===== config.mk =====
export PLATFORM = sky130hd
export DESIGN_NAME = face_detect_mul_arb
export DESIGN_NICKNAME = d
export VERILOG_FILES = /design/src/rtl/face_detect_mul_pkg.sv /design/src/rtl/face_detect_rr_arb.sv /design/src/rtl/face_detect_mul_arb.sv
export SDC_FILE = /design/constraint.sdc
export NUM_CORES = 1
export LEC_CHECK = 0
export BUFFER_PORTS_ARGS = -buffer_cell sky130_fd_sc_hd__buf_2
export CAP_MARGIN = 20
export CORE_ASPECT_RATIO = 0.6
export CORE_UTILIZATION = 35
export CTS_CLUSTER_SIZE = 16
export DETAILED_ROUTE_END_ITERATION = 10
export PLACE_DENSITY = 0.69
export SYNTH_ARGS = -nofsm -noshare
export SYNTH_HDL_FRONTEND = slang
export SYNTH_SLANG_ARGS = --single-unit

===== constraint.sdc =====
create_clock -name clk -period 5.6 [get_ports clk]
set_input_delay 0.56 -clock clk [delete_from_list [all_inputs] [get_ports clk]]
set_output_delay 0.56 -clock clk [all_outputs]
set_load 0.005 [all_outputs]

===== src/rtl/face_detect_mul_pkg.sv =====
// Shared widths, default sizing and the result record for the shared-multiplier arbiter.
package face_detect_mul_pkg;

    localparam int A_W         = 16;
    localparam int B_W         = 10;
    localparam int P_W         = 26;
    localparam int NUM_REQ_DEF = 4;
    localparam int MUL_LAT_DEF = 3;
    // Widest id needed for the largest supported requester count (8).
    localparam int ID_W_MAX    = 3;

    typedef struct packed {
        logic signed [P_W-1:0] data;
        logic [ID_W_MAX-1:0]   id;
    } res_t;

endpackage


===== src/rtl/face_detect_rr_arb.sv =====
// Round-robin arbiter (search starts after the last accepted index); defining
// FACE_DETECT_MUL_ARB_FIXED_PRIO_EN turns it into a lowest-index-wins priority encoder.
module face_detect_rr_arb
    import face_detect_mul_pkg::*;
#(
    parameter int NUM_REQ = NUM_REQ_DEF
) (
    input  logic               clk,
    input  logic               reset,
    input  logic [NUM_REQ-1:0] req_i,
    input  logic               adv_i,
    output logic [NUM_REQ-1:0] gnt_o
);

    localparam int ID_W = $clog2(NUM_REQ);

`ifdef FACE_DETECT_MUL_ARB_FIXED_PRIO_EN

    logic unused_ok;
    assign unused_ok = ^{clk, reset, adv_i};

    always_comb begin
        gnt_o = '0;
        for (int i = NUM_REQ - 1; i >= 0; i--) begin
            if (req_i[i]) begin
                gnt_o    = '0;
                gnt_o[i] = 1'b1;
            end
        end
    end

`else

    logic [ID_W-1:0] last_q, last_d;
    logic [ID_W-1:0] idx;
    logic [ID_W-1:0] win;

    // Walk farthest-first so the candidate closest after last_q overwrites the rest.
    always_comb begin
        gnt_o = '0;
        idx   = '0;
        win   = last_q;
        for (int k = NUM_REQ; k >= 1; k--) begin
            idx = ID_W'((int'(last_q) + k) % NUM_REQ);
            if (req_i[idx]) begin
                gnt_o      = '0;
                gnt_o[idx] = 1'b1;
                win        = idx;
            end
        end
        last_d = adv_i ? win : last_q;
    end

    always_ff @(posedge clk) begin
        if (reset) begin
            last_q <= ID_W'(NUM_REQ - 1);
        end else begin
            last_q <= last_d;
        end
    end

`endif

endmodule


===== src/rtl/face_detect_mul_arb.sv =====
// Shares one external pipelined multiplier among NUM_REQ requesters and returns products in
// issue order; FACE_DETECT_MUL_ARB_FIXED_PRIO_EN selects fixed priority instead of round-robin.
module face_detect_mul_arb
    import face_detect_mul_pkg::*;
#(
    parameter int NUM_REQ = NUM_REQ_DEF,
    parameter int MUL_LAT = MUL_LAT_DEF,
    localparam int ID_W   = $clog2(NUM_REQ)
) (
    input  logic                    clk,
    input  logic                    reset,
    input  logic [NUM_REQ-1:0]      req_valid,
    output logic [NUM_REQ-1:0]      req_ready,
    input  logic [NUM_REQ*A_W-1:0]  req_a,
    input  logic [NUM_REQ*B_W-1:0]  req_b,
    output logic                    mul_ce,
    output logic [A_W-1:0]          mul_din0,
    output logic signed [B_W-1:0]   mul_din1,
    input  logic signed [P_W-1:0]   mul_dout,
    output logic                    res_valid,
    input  logic                    res_ready,
    output logic signed [P_W-1:0]   res_data,
    output logic [ID_W-1:0]         res_id
);

    logic               stall;
    logic [NUM_REQ-1:0] gnt;
    logic               issue;
    logic [ID_W-1:0]    issue_id;
    logic [MUL_LAT-1:0] vld_p_q, vld_p_d;
    logic [ID_W-1:0]    id_p_q [MUL_LAT];
    logic               load;
    res_t               res_q, res_d;
    logic               res_valid_q, res_valid_d;
    logic               unused_id_hi;

    // A held, unread result freezes everything upstream, multiplier included.
    assign stall  = res_valid_q && !res_ready;
    assign mul_ce = !reset && !stall;

    face_detect_rr_arb #(
        .NUM_REQ(NUM_REQ)
    ) u_arb (
        .clk   (clk),
        .reset (reset),
        .req_i (req_valid),
        .adv_i (issue),
        .gnt_o (gnt)
    );

    assign req_ready = mul_ce ? gnt : '0;
    assign issue     = |req_ready;

    // Stage p0: operand issue to the multiplier
    always_comb begin
        mul_din0 = '0;
        mul_din1 = '0;
        issue_id = '0;
        for (int i = 0; i < NUM_REQ; i++) begin
            if (req_ready[i]) begin
                mul_din0 = req_a[A_W*i +: A_W];
                mul_din1 = $signed(req_b[B_W*i +: B_W]);
                issue_id = ID_W'(i);
            end
        end
    end

    always_comb begin
        vld_p_d    = '0;
        vld_p_d[0] = issue;
        for (int k = 1; k < MUL_LAT; k++) begin
            vld_p_d[k] = vld_p_q[k-1];
        end
    end

    // Stage p1..pN: valid/id shadow of the multiplier pipeline
    always_ff @(posedge clk) begin
        if (reset) begin
            vld_p_q <= '0;
        end else if (mul_ce) begin
            vld_p_q <= vld_p_d;
        end
    end

    always_ff @(posedge clk) begin
        if (mul_ce) begin
            id_p_q[0] <= issue_id;
            for (int k = 1; k < MUL_LAT; k++) begin
                id_p_q[k] <= id_p_q[k-1];
            end
        end
    end

    // Stage out: one-entry result register, reloadable in the same cycle it is drained
    assign load = mul_ce && vld_p_q[MUL_LAT-1];

    always_comb begin
        res_d       = res_q;
        res_valid_d = res_valid_q;
        if (load) begin
            res_valid_d = 1'b1;
            res_d.data  = mul_dout;
            res_d.id    = ID_W_MAX'(id_p_q[MUL_LAT-1]);
        end else if (res_valid_q && res_ready) begin
            res_valid_d = 1'b0;
        end
    end

    always_ff @(posedge clk) begin
        if (reset) begin
            res_valid_q <= 1'b0;
            res_q       <= '0;
        end else begin
            res_valid_q <= res_valid_d;
            res_q       <= res_d;
        end
    end

    assign res_valid    = res_valid_q;
    assign res_data     = res_q.data;
    assign res_id       = res_q.id[ID_W-1:0];
    assign unused_id_hi = ^res_q.id;

endmodule


* Word-level counts from Yosys, hierarchy flattened
Memories as Yosys holds them, arrays and structs flattened. A register that Yosys moved wholly into a read port is not among the register bits.
Index checks and enable logic that the tools add are counted.
W data, S select, Z words.
** Cells by class
- Reductions and logical operators :: 15
- Add/sub/neg operators :: 4
- Mux-type cells :: 40
- Magnitude comparators :: 8
** Operator list (count)
- $mux W16 :: 4
- $mux W10 :: 4
- $mux W4 :: 5
- $mux W1 :: 13
- $lt A2 B3 Y1 const B :: 4
- $mux W2 :: 6
- $bmux W1 S2 :: 4
- $demux W1 S2 :: 4
- $ge A2 B1 Y1 const B :: 4
- $logic_and A1 B1 Y1 :: 8
- $add A2 B1 Y2 const B :: 2
- $add A2 B2 Y2 const B :: 2
- $reduce_bool A4 Y1 :: 1
- $reduce_or A4 Y1 :: 1
- $logic_not A1 Y1 :: 3
- $reduce_and A2 Y1 :: 1
- $reduce_bool A2 Y1 :: 1
** Storage, ports and cells
- Memories kept :: 1
- RAM bits :: 6
- Bits in registers :: 32
** Memory list
- id_p_q :: words 3, bits a word 2, rd ports 3, clocked after Yosys merged registers in 1, wr ports 3, RTL line face_detect_mul_arb.sv:31 : logic [ID_W-1:0] id_p_q [MUL_LAT];

* Logic depth before layout (Yosys ltp)
- Word-level depth :: 14
- Gate-level depth with buffers :: 12
- Depth with buffers taken out :: 8

* Cells and area by module
Synthesis repeated with hierarchy kept, for this count alone.
** Second synthesis, totals
- Cell total of the unflattened synthesis :: 274
- Area, all modules :: 2760.1 um^2
** Modules (own cells, without submodules)
- face_detect_mul_arb :: times used 1, area an instance 2318.5 um^2, cells each 228
- face_detect_rr_arb :: times used 1, area an instance 441.7 um^2, cells each 46

* Worst setup path after synthesis
Ideal clock, no wire load.
- Kind :: reg-to-output
- From :: register u_arb.last_q[0]
- To :: output mul_din0[10]
- Arrival time :: 2.849 ns
- Data required time :: 5.040 ns
- Stages on the path, launching flop included :: 12
- Slack :: 2.191 ns
- Cells stage by stage :: dfxtp_1 -> buf_6 -> inv_1 -> ha_1 -> mux4_2 -> buf_2 -> a211o_1 -> a211oi_2 -> buf_2 -> buf_2 -> nand2_1 -> o31ai_1
** On the way
- Elaborated cells between the ends (all ways) :: 41
- Classes of those cells :: 4 x add/sub; 8 x order compare; 25 x mux; 4 x reduce/logical
** RTL lines
- start: declaration :: RTL line face_detect_rr_arb.sv:34 : logic [ID_W-1:0] last_q, last_d;
- start signal: assignment :: RTL line face_detect_rr_arb.sv:56 : last_q <= ID_W'(NUM_REQ - 1);
- start signal: assignment :: RTL line face_detect_rr_arb.sv:58 : last_q <= last_d;
- $add A2 B1 Y2 :: RTL line face_detect_rr_arb.sv:44 : idx = ID_W'((int'(last_q) + k) % NUM_REQ);
- $lt A2 B3 Y1 (not written as such) or $ge A2 B1 Y1 (tied branches) :: RTL line face_detect_rr_arb.sv:47 : gnt_o[idx] = 1'b1;
- $logic_and A1 B1 Y1 (not written as such) :: RTL line face_detect_rr_arb.sv:47
- $mux W1 (not written as such) :: RTL line face_detect_rr_arb.sv:47
- $demux W1 S2
- $mux W4 (3 in a row) :: RTL line face_detect_rr_arb.sv:45 : if (req_i[idx]) begin
- $mux W4 * :: RTL line face_detect_rr_arb.sv:45
- $mux W4 * :: RTL line face_detect_mul_arb.sv:51 : assign req_ready = mul_ce ? gnt : '0;
- via req_ready[3] :: RTL line face_detect_mul_arb.sv:13 : output logic [NUM_REQ-1:0] req_ready,
- $mux W16 * :: RTL line face_detect_mul_arb.sv:60 : if (req_ready[i]) begin
- end: declaration :: RTL line face_detect_mul_arb.sv:17 : output logic [A_W-1:0] mul_din0,
The timed path passes the listed nets; every way through them passes the cells marked *. The select of a mux whose other input is x is not followed.

* Worst setup path in the final report
- From :: register u_arb.last_q[0]
- To :: output mul_din0[2]
** On the way
- Longest elaborated chain between the ends :: 14
- Elaborated cells between the ends (all ways) :: 41
- Classes of those cells :: 4 x add/sub; 8 x order compare; 25 x mux; 4 x reduce/logical
** Ends and longest elaborated chain (RTL line)
- $add A2 B1 Y2 :: face_detect_rr_arb.sv:44
- $lt A2 B3 Y1 (not written as such) or $ge A2 B1 Y1 (tied branches) :: face_detect_rr_arb.sv:47
- $logic_and A1 B1 Y1 (not written as such) :: face_detect_rr_arb.sv:47
- $mux W1 (not written as such) :: face_detect_rr_arb.sv:47
- $demux W1 S2
- $mux W4 (3 in a row) :: face_detect_rr_arb.sv:45
- $mux W4 * :: face_detect_rr_arb.sv:45
- $mux W4 * :: face_detect_mul_arb.sv:51
- $mux W16 (3 in a row) :: face_detect_mul_arb.sv:60
- $mux W16 * :: face_detect_mul_arb.sv:60
Every way passes the cells marked *; elsewhere a longest branch is shown, timed or not. The select of a mux whose other input is x is not followed.

==> reports/metrics.csv <==
metric,value,unit
gp_congestion,0.8499,
grt_max_degree,55,
die_area,8995,um^2
cts_setup_buffers,0,
r2r_setup_slack,1210,ps
dieHeight,73.87,um
cap_violations,0,
row_count,25,
max_slew_margin,0.3447,
finalMaxSlewViolations,0,
synth_xor_area_frac,0,
holdPathStages,0,
ios,197,
synthMuxAreaShare,0.04983,
fin_crit_sh,0.9214,
core_area,8102,um^2
peakVddDrop,237.9,uV
yosys.area_share.simple,0.2575,
reg2reg_from,u_arb.last_q[0],
io_buffers,196,
cpMaxStageDelayCell,a211o_1,
worstSkewPairLatency,280,ps
syn_area_per_cell,7.765,um^2
syn-num-nets,531,
fmax,193.8,MHz
synth_area_leaders,"dfxtp_1 (23%), nand2_1 (10%), nand3b_1 (7.7%)",
yosysSeqAreaShare,0.2857,
viasPerCell,5.261,
nets,700,
hold_class,reg -> reg,
dr_total_vias,3504,
antenna_found_initial,0,
gr-total-overflow,0,
post-route-util,0.5137,
slowest_delay,790,ps
worst_slew_pin_slew,958.2,ps
ys_seq_elements,40,
leakage,2.118,nW
synthCells,388,
hold_slack,418.0,ps
crit_path_end_kind,output pin,
cts-root-buf,clkbuf_16,
cts.clk_slew.worst_paths,60,ps
worstPathMaxFanout,31,
start_kind,register,
final.setup.tns,0,ps
ant_nets,0,
cts_buffers,5,
cts-hold-fix-buffers,0,
status,completed,
cts_tree,done,
grtUsageTotal,0.2071,
worstPathCellList,"inv_1, ha_1, mux4_2, a211oi_1, a211o_1, inv_2, a311oi_1, o31ai_1, buf_2",
hold_violations,0,
worstRegToRegCells,8,
holdPathEnd,id_p_q[2][0],
cp-startpoint,u_arb.last_q[0],
start_util,0.3719,
firstDrtPassIters,4,
critical_path_class,reg -> out,
synth_compound_area_frac,0.2791,
layout_common_cells,"buf_2 (196), nand2_1 (84), nor2_1 (36)",
rr_endpoint,u_arb.last_q[0],
yosysWarnings,0,
die_w,121.8,um
routed_wl,9.869,mm
first_global_vias,3091,
layout_commonest_cell,buf_2,
yosysTopAreaCell,dfxtp_1,
synth.distinct_cells,33,
yosysTopAreaCellShare,0.2259,
clock-sinks,40,
syn_to_final_growth,38.12,%
wl_per_cell,14.82,um
worstPathRequired,5040,ps
min_from,id_p_q[1][0],
fin_skew,8.341,ps
yosys.area_share.adder,0.02492,
cp.arrival,4600,ps
cts_resized,0,
htree_levels,2,
grt_first_pass_wirelength,14.70,mm
insertedDiodeCount,0,
period_needed,5160,ps
syn_area,3013,um^2
drc_errors,0,
powerDensity,476.3,nW/um^2
hpwl,7.509,mm
layout-drive-gt1-share,0.3943,
rsz0062_at_grt,no,
clk_path_buf_depth,2,
synth_top_family_by_area,compound AO/OA/AOI/OAI gates,
drtIter0Drc,192,
setup_viol,0,
-- cells by family after synthesis --
logic type / count (synthesis)
AOI/OAI and AO/OA: 98
adders and majority gates: 6
buffers and inverters: 73
DFF: 40
muxes: 10
and+or+nand+nor: 161
-- stage by stage --
| step | setup slack (ps) | total power [W] | instance area [um^2] | instances |
|---|---|---|---|---|
| after floorplan | 2191 | 0.001263 | 3013 | 388 |
| after global placement | 866.4 | 0.001645 | 3988 | 657 |
| after detailed placement | 735.5 | 0.001669 | 3988 | 657 |
| after CTS | 442.0 | 0.001972 | 4146 | 665 |
| after global routing | 55.06 | 0.002135 | 4161 | 666 |
| final | 440.2 | 0.001982 | 4161 | 666 |
-- critical path, delay by kind of cell (launching register included) --
kind | cells | cell delay, ps
adders and majority gates | 1 | 390
buffers and inverters | 3 | 770
DFF | 1 | 670
AOI/OAI and AO/OA | 4 | 1770
muxes | 1 | 690
-- power breakdown --
part / internal (W) / total, W / switching (W) / leakage [nW]
clock: 0.000192 / 0.000304 / 0.000113 / 0.0790
combinational: 0.000556 / 0.00130 / 0.000744 / 1.70
sequential: 0.000341 / 0.000378 / 0.0000370 / 0.336
-- routing by layer --
metal	part of all wire	vias to the layer above	track usage	wire, um
met2	0.46	133	0.3471	4497
met5	0	-	0	0
met4	0.010	0	0.03292	100
met1	0.48	1612	0.2829	4692
li1	-	1749	-	-
met3	0.059	10	0.03494	579
-- cell type report --
class                   count  area [um^2]
fillers                   792         3940
clock buffers               7        153.9
well taps                 108        135.1
repair buffers            200         1018
multi-input cells         275         1857
clock inverters             1        5.005
inverters                  35        131.4
flip-flops and latches     40        860.8
-- worst max path at each step --
stage	to	slack [ps]	cells after the start
detailed placement	mul_din0[2]	740	9
global route	mul_din0[2]	60	9
global placement	mul_din0[2]	870	9
floorplan	mul_din0[10]	2190	11
CTS	mul_din0[2]	440	9
finish	mul_din0[2]	440	9
-- cell usage after synthesis --
cell	number
buf_1	2
inv_1	33
a2111oi_0	26
nor4_1	1
nor2b_1	1
ha_1	6
or3_1	1
a211o_1	6
a311oi_1	26
and2_1	1
a211oi_2	2
clkbuf_1	19
nor3b_1	3
dfxtp_1	34
a211oi_1	4
o31ai_1	26
mux4_2	4
or2_1	1
mux2i_1	6
buf_2	14
a21oi_1	3
nand3b_4	1
buf_4	1
nor2_1	36
edfxtp_1	6
nand3b_1	31
o41ai_2	2
a21o_1	2
a211oi_4	1
buf_6	2
nor3b_4	1
inv_2	2
nand2_1	84
-- registers in the layout, summed over array words and instances, names as in the netlist --
name,count
vld_p_q,3
u_arb.last_q,2
res_id,2
id_p_q,6
res_data,26
res_valid,1
Power figures use the tool's default switching activity.
